## src/rtl/gen_clk_div.sv

```systemverilog
// Multi-channel programmable clock divider. Each channel produces a flop-driven
// divided clock and edge tick; new ratios are queued and take effect at a period boundary.
module gen_clk_div #(
   parameter int NCH     = 2,
   parameter int DIVW    = 8,
   parameter int DEF_DIV = 2
) (
   input  logic                                     clk,
   input  logic                                     rst,
   input  logic [NCH-1:0]                           en,
   input  logic                                     sync,
   input  logic                                     cfg_valid,
   input  logic [((NCH > 1) ? $clog2(NCH) : 1)-1:0] cfg_ch,
   input  logic [DIVW-1:0]                          cfg_div,
   output logic                                     cfg_ready,
   output logic [NCH-1:0]                           div_clk,
   output logic [NCH-1:0]                           tick
);

   localparam int CHW = (NCH > 1) ? $clog2(NCH) : 1;

   function automatic logic [DIVW-1:0] sat_div(input logic [DIVW-1:0] x);
      return (x < DIVW'(2)) ? DIVW'(2) : x;
   endfunction

   function automatic logic [DIVW:0] half_up(input logic [DIVW-1:0] x);
      return ({1'b0, x} + (DIVW+1)'(1)) >> 1;
   endfunction

   logic [NCH-1:0] pv_vec;
   logic [NCH-1:0] acc;

   // Out-of-range channels never match, so they read ready and are dropped.
   always_comb begin
      cfg_ready = 1'b1;
      for (int i = 0; i < NCH; i++) begin
         if (cfg_ch == CHW'(i) && pv_vec[i]) cfg_ready = 1'b0;
      end
      if (rst) cfg_ready = 1'b1;
   end

   always_comb begin
      acc = '0;
      if (cfg_valid && cfg_ready && !rst) begin
         for (int i = 0; i < NCH; i++) begin
            if (cfg_ch == CHW'(i)) acc[i] = 1'b1;
         end
      end
   end

   for (genvar g = 0; g < NCH; g++) begin : g_ch
      logic [DIVW-1:0] d_q, cnt_q, p_q;
      logic [DIVW-1:0] d_nxt, cnt_nxt;
      logic            pv_q, en_q, div_q, tick_q;
      logic            pv_nxt, load;

      // A period boundary is a wrap, a sync, or the first enabled edge.
      always_comb begin
         d_nxt   = d_q;
         cnt_nxt = cnt_q;
         pv_nxt  = pv_q;
         load    = 1'b0;
         if (en[g]) begin
            if (sync || !en_q || cnt_q >= d_q - DIVW'(1)) begin
               cnt_nxt = '0;
               load    = 1'b1;
            end else begin
               cnt_nxt = cnt_q + DIVW'(1);
            end
         end else begin
            cnt_nxt = '0;
         end
         if (load && pv_q) begin
            d_nxt  = p_q;
            pv_nxt = 1'b0;
         end
         if (acc[g]) pv_nxt = 1'b1;
      end

      always_ff @(posedge clk) begin
         if (rst) begin
            d_q    <= DIVW'(DEF_DIV);
            cnt_q  <= '0;
            pv_q   <= 1'b0;
            en_q   <= 1'b0;
            div_q  <= 1'b0;
            tick_q <= 1'b0;
         end else begin
            d_q    <= d_nxt;
            cnt_q  <= cnt_nxt;
            pv_q   <= pv_nxt;
            en_q   <= en[g];
            div_q  <= en[g] && ({1'b0, cnt_nxt} < half_up(d_nxt));
            tick_q <= en[g] && (cnt_nxt == '0);
         end
      end

      always_ff @(posedge clk) begin
         if (acc[g]) p_q <= sat_div(cfg_div);
      end

      assign pv_vec[g]  = pv_q;
      assign div_clk[g] = div_q;
      assign tick[g]    = tick_q;
   end

endmodule

```

## config.mk

```make
export PLATFORM = sky130hd
export DESIGN_NAME = gen_clk_div
export DESIGN_NICKNAME = d
export VERILOG_FILES = /design/src/rtl/gen_clk_div.sv
export SDC_FILE = /design/constraint.sdc
export NUM_CORES = 1
export LEC_CHECK = 0
export ABC_AREA = 1
export CORE_MARGIN = 8
export CORE_UTILIZATION = 55
export DETAILED_ROUTE_END_ITERATION = 12
export DONT_BUFFER_PORTS = 1
export PLACE_DENSITY = 0.67
export SYNTH_ARGS = -nofsm -noshare
export SYNTH_HDL_FRONTEND = slang
export SYNTH_SLANG_ARGS = --single-unit
```

## constraint.sdc

```tcl
create_clock -name clk -period 10.2 [get_ports clk]
set_clock_uncertainty 0.2 [all_clocks]
set_input_delay 1.53 -clock clk [delete_from_list [all_inputs] [get_ports clk]]
set_output_delay 1.53 -clock clk [all_outputs]
set_load 0.03 [all_outputs]
```

* Word level (Yosys, flattened, before mapping)
Index checks and enable logic that the tools add are counted.
** Cells by class
- Mux-type cells :: 21
- Bitwise logic cells :: 1
- Magnitude comparators :: 5
- Reduce and logical (&&, ||, !) cells :: 21
- $add $sub $neg :: 6
** Operators with widths (count)
- 2-to-1 mux 8 bit :: 7
- adder 8 x 1 -> 9 bit, second input constant :: 2
- adder 8 x 1 -> 8 bit, second input constant :: 2
- >= comparator 8 bit :: 2
- logical NOT 8 bit :: 2
- < comparator 8 bit :: 2
- subtractor 8 x 1 -> 8 bit, second input constant :: 2
- 2-to-1 mux 1 bit :: 13
- logical AND 1 bit :: 10
- < comparator 8 x 2 -> 1 bit, second input constant :: 1
- logical OR 1 bit :: 4
- nonzero test 2 bit :: 2
- logical NOT 1 bit :: 3
- 2-to-1 mux 2 bit :: 1
- inverter 1 bit :: 1
** Storage, ports and cells
- Output and inout bits :: 5
- Bits in registers :: 56
- Word-level logic and storage cells :: 68

* Depth between registers and ports, before layout
- Depth after elaboration :: 10
- Gate-level depth with buffers :: 26
- Gate-level depth less buffers :: 25

* Worst setup path after synthesis
No wires, ideal clock.
- Path type :: in2out
- From :: input port cfg_ch
- To :: output port cfg_ready
- Setup slack :: 6.165 ns
- Data required time :: 8.470 ns
- Path buffers :: 0
- Arrival :: 2.305 ns
- Cell stages on the path :: 1
- Path through :: o21ai_0
** On the way
- Longest elaborated chain between the ends :: 5
** Ends and longest elaborated chain
- from (decl) :: RTL line 13 : input logic [((NCH > 1) ? $clog2(NCH) : 1)-1:0] cfg_ch,
- inverter 1 bit
- logical AND 1 bit :: RTL line 37 : if (cfg_ch == CHW'(i) && pv_vec[i]) cfg_ready = 1'b0;
- 2-to-1 mux 1 bit :: RTL line 37
- 2-to-1 mux 1 bit (*) :: RTL line 37
- 2-to-1 mux 1 bit (*) :: RTL line 39 : if (rst) cfg_ready = 1'b1;
- to (decl) :: RTL line 15 : output logic cfg_ready,
Mark *: on every way between the ends. The rest lies on a longest branch, timed or not.

* Worst setup path after layout
- From :: register g_ch[0].d_q[0]
- To :: register g_ch[0].div_q
** On the way
- Longest elaborated chain between the ends :: 10
** Ends and longest elaborated chain
- from (decl) :: RTL line 52 : logic [DIVW-1:0] d_q, cnt_q, p_q;
- from (signal assigned) :: RTL line 82 : d_q <= DIVW'(DEF_DIV);
- from (signal assigned) :: RTL line 89 : d_q <= d_nxt;
- subtractor 8 x 1 -> 8 bit :: RTL line 64 : if (sync || !en_q || cnt_q >= d_q - DIVW'(1)) begin
- >= comparator 8 bit :: RTL line 64
- logical OR 1 bit :: RTL line 64
- 2-to-1 mux 1 bit :: RTL line 64
- 2-to-1 mux 1 bit :: RTL line 63 : if (en[g]) begin
- logical AND 1 bit :: RTL line 73 : if (load && pv_q) begin
- 2-to-1 mux 8 bit (*) :: RTL line 73
- net g_ch[0].d_nxt[0] :: RTL line 53 : logic [DIVW-1:0] d_nxt, cnt_nxt;
- adder 8 x 1 -> 9 bit (*) :: RTL line 27 : return ({1'b0, x} + (DIVW+1)'(1)) >> 1;
- < comparator 8 bit (*) :: RTL line 93 : div_q <= en[g] && ({1'b0, cnt_nxt} < half_up(d_nxt));
- logical AND 1 bit (*) :: RTL line 93
- to (signal assigned) :: RTL line 93
- to (decl) :: RTL line 54 : logic pv_q, en_q, div_q, tick_q;
The timed path passes the listed nets; every way through them passes the cells marked *.
A chain may end at the register's enable or synchronous reset.

==> flow_metrics.env <==
export IMPL_syn_area_um2=3610
export IMPL_status="complete, no violations"
export IMPL_overflow=0
export IMPL_holdPathStages=2
export IMPL_worstMarginPinSlew_ns=1.10
export IMPL_clock_sinks=56
export IMPL_start_util_pct=56.8
export IMPL_setup_viol=0
export IMPL_slew_viol_final=0
export IMPL_synth_net_count=518
export IMPL_drive_above_1_share_pct=9.45
export IMPL_ys_seq_elements=56
export IMPL_ys_warn_count=0
export IMPL_p_leak_nw=1.77
export IMPL_clock_tree_root_cell="clkbuf_8"
export IMPL_grt_usage_pct=14.9
export IMPL_post_dp_hpwl_um=5550
export IMPL_place_inst=524
export IMPL_syn_avg_cell_area_um2=7.73
export IMPL_htree_levels=2
export IMPL_utilization_pct=58.0
export IMPL_die_w_um=97.0
export IMPL_critPathLaunchType="flop"
export IMPL_gp_congestion=0.821
export IMPL_cts_resized=0
export IMPL_syn_inst=467
export IMPL_antenna_found_initial=0
export IMPL_fin_hold_ws_ns=0.334
export IMPL_via_count=2760
export IMPL_nFillCells=585
export IMPL_clock_path_buffers=2
export IMPL_cts_hold_fix_buffers=0
export IMPL_rsz0062_at_grt="false"
export IMPL_n_antenna_cell=0
export IMPL_die_area_um2=9410
export IMPL_layout_setup_ws_ns=6.07
export IMPL_max_freq_mhz=242
export IMPL_grt_pass1_wl_um=11900
export IMPL_clk_latency_ns=0.31
export IMPL_synth_top_cell_area_share_pct=22.2
export IMPL_first_pass_iters=4
export IMPL_cts_setup_buffers=0
export IMPL_die_h_um=97.0
export IMPL_drcViolationCount=0
export IMPL_ant_nets=0
export IMPL_fin_crit_ns=4.13
export IMPL_yosysSeqAreaShare_pct=35.5
export IMPL_setup_worst_path_end_class="flop"
export IMPL_maxCapViolCount=0
export IMPL_drt_iter0_markers=111
export IMPL_post_route_period_util_pct=40.5
export IMPL_p_per_area_nw_per_um2=111
export IMPL_routed_wl_um=6880
export IMPL_avgViaCountPerCell=5.19
export IMPL_ys_types=31
export IMPL_wl_per_cell_um=12.9
export IMPL_grt_pass1_vias=2618
export IMPL_cp_arrival_ns=4.18
export IMPL_synth_top_area_cell="dfxtp_1"
export IMPL_cp_required_ns=10.25
export IMPL_rr_worst_depth=23
export IMPL_hp_class="reg -> reg"
export IMPL_vdd_ir_drop_max_uv=75.5
export IMPL_pre_cts_ws_ns=6.07
export IMPL_io_buffers=0
export IMPL_grt_max_degree=39
export IMPL_fp_row_count=29
export IMPL_tns_ns=0
export IMPL_ioPinCount=20
export IMPL_coreArea_um2=6350
export IMPL_hold_viol=0
export IMPL_relSlewSlack_pct=25.6
export IMPL_synth_area_top_cells="dfxtp_1 (22%), edfxtp_1 (13%), ha_1 (12%)"
export IMPL_path_clk_slew_ns=0.11
export IMPL_area_growth_pct=2.08
export IMPL_cts_buffers_inserted=5
export IMPL_layout_cells_non_filler=532
export IMPL_crit_fanout=11
export IMPL_cts_tree="done"
export IMPL_nNetsFinal=505
export IMPL_path_class="reg -> reg"
-- cell families (layout without fill, tap and decap cells) --
logic type                 Yosys count  after routing  share of synthesized area (%)
AOI/OAI and AO/OA                   24             24                           3.74
xor gates and xnor gates            27             27                           6.55
adders and majority gates           36             36                           12.5
buffers and inverters               85             73                           9.98
DFF                                 56             56                           35.5
and+or+nand+nor                    239            239                           31.8
-- cell usage after synthesis, drive strengths merged --
cell and number:
a2111oi 2, a21oi 12, buf 11, clkbuf 9
dfxtp 40, edfxtp 16, ha 36, inv 65
nand2 111, nand3 21, nand3b 2, nand4 24
nor2 62, nor3 9, nor4 1, o21ai 10
or2 8, or4 1, xnor2 6, xor2 21
-- routing by layer --
| layer | track usage (%) | up-vias | wire length, um |
|---|---|---|---|
| li1 | - | 1466 | - |
| met1 | 19.8 | 1245 | 3500 |
| met2 | 23.3 | 40 | 2960 |
| met3 | 3.27 | 9 | 342 |
| met4 | 4.50 | 0 | 76 |
| met5 | 0 | - | 0 |
-- metrics by stage --
stage / total power, mW / cell area [um^2]
6_report: 0.407 / 3680
5_1_grt: 0.426 / 3680
4_1_cts: 0.413 / 3680
3_5_place_dp: 0.287 / 3590
3_3_place_gp: 0.285 / 3590
2_1_floorplan: 0.285 / 3610
-- layout by cell type (no fill, tap or decap), drive strengths merged --
master   netlist  final
xor2          21     21
dfxtp         40     40
nor4           1      1
clkinv         0      2
a21oi         12     12
nand3b         2      2
ha            36     36
o21ai         10     10
inv           65     66
or2            8      8
clkbuf         9      5
nand3         21     21
nor3           9      9
or4            1      1
nand2        111    111
nand4         24     24
a2111oi        2      2
xnor2          6      6
nor2          62     62
edfxtp        16     16
-- layout make-up --
class / instances / area (um^2) / area share [%]
inverters: 65 / 244 / 6.62
clock buffers: 5 / 68.8 / 1.87
clock inverters: 3 / 26.3 / 0.713
multi-input cells: 326 / 1970 / 53.4
flip-flops and latches: 56 / 1280 / 34.8
well taps: 77 / 96.3 / 2.61
-- final timing paths --
| path | startpoint | endpoint | slack (ns) |
|---|---|---|---|
| hold / removal | g_ch[1].d_q[2]$_SDFF_PP0_ | g_ch[1].d_q[2]$_SDFF_PP0_ | 0.33 |
| setup / recovery | g_ch[0].d_q[0]$_SDFF_PP0_ | g_ch[0].div_q$_SDFF_PP0_ | 6.07 |
| setup reg to reg | g_ch[0].d_q[0]$_SDFF_PP0_ | g_ch[0].div_q$_SDFF_PP0_ | 6.07 |
| hold reg to reg | g_ch[1].d_q[2]$_SDFF_PP0_ | g_ch[1].d_q[2]$_SDFF_PP0_ | 0.33 |
-- registers in the layout, summed over array words and instances (netlist names) --
name and count:
g_ch.cnt_q 16, g_ch.pv_q 2, g_ch.div_q 2, g_ch.p_q 16, g_ch.d_q 16, g_ch.tick_q 2
g_ch.en_q 2
-- critical path, stage by stage (launching register included) --
cell	delay, ns
dfxtp_1	0.31
inv_1	0.12
ha_1	0.20
nand2_1	0.09
nor3_1	0.24
xor2_1	0.19
inv_1	0.08
ha_1	0.27
nand2_1	0.06
nor2_1	0.13
nand2_2	0.10
nand2_4	0.11
nand3_4	0.15
nand2_1	0.12
o21ai_2	0.09
inv_1	0.06
ha_1	0.17
nand2_1	0.09
nor2_2	0.15
nand4_1	0.13
ha_1	0.32
a2111oi_0	0.44
nand3_1	0.13
a21oi_1	0.13
-- where the power goes --
part / switching, mW / internal [mW] / leakage (nW) / total [mW]
clock network: 0.0756 / 0.0502 / 0.0487 / 0.126
logic: 0.0262 / 0.0149 / 1.25 / 0.0411
registers: 0.00598 / 0.234 / 0.471 / 0.240
total: 0.108 / 0.299 / 1.77 / 0.407
Power figures use the tool's default switching activity.
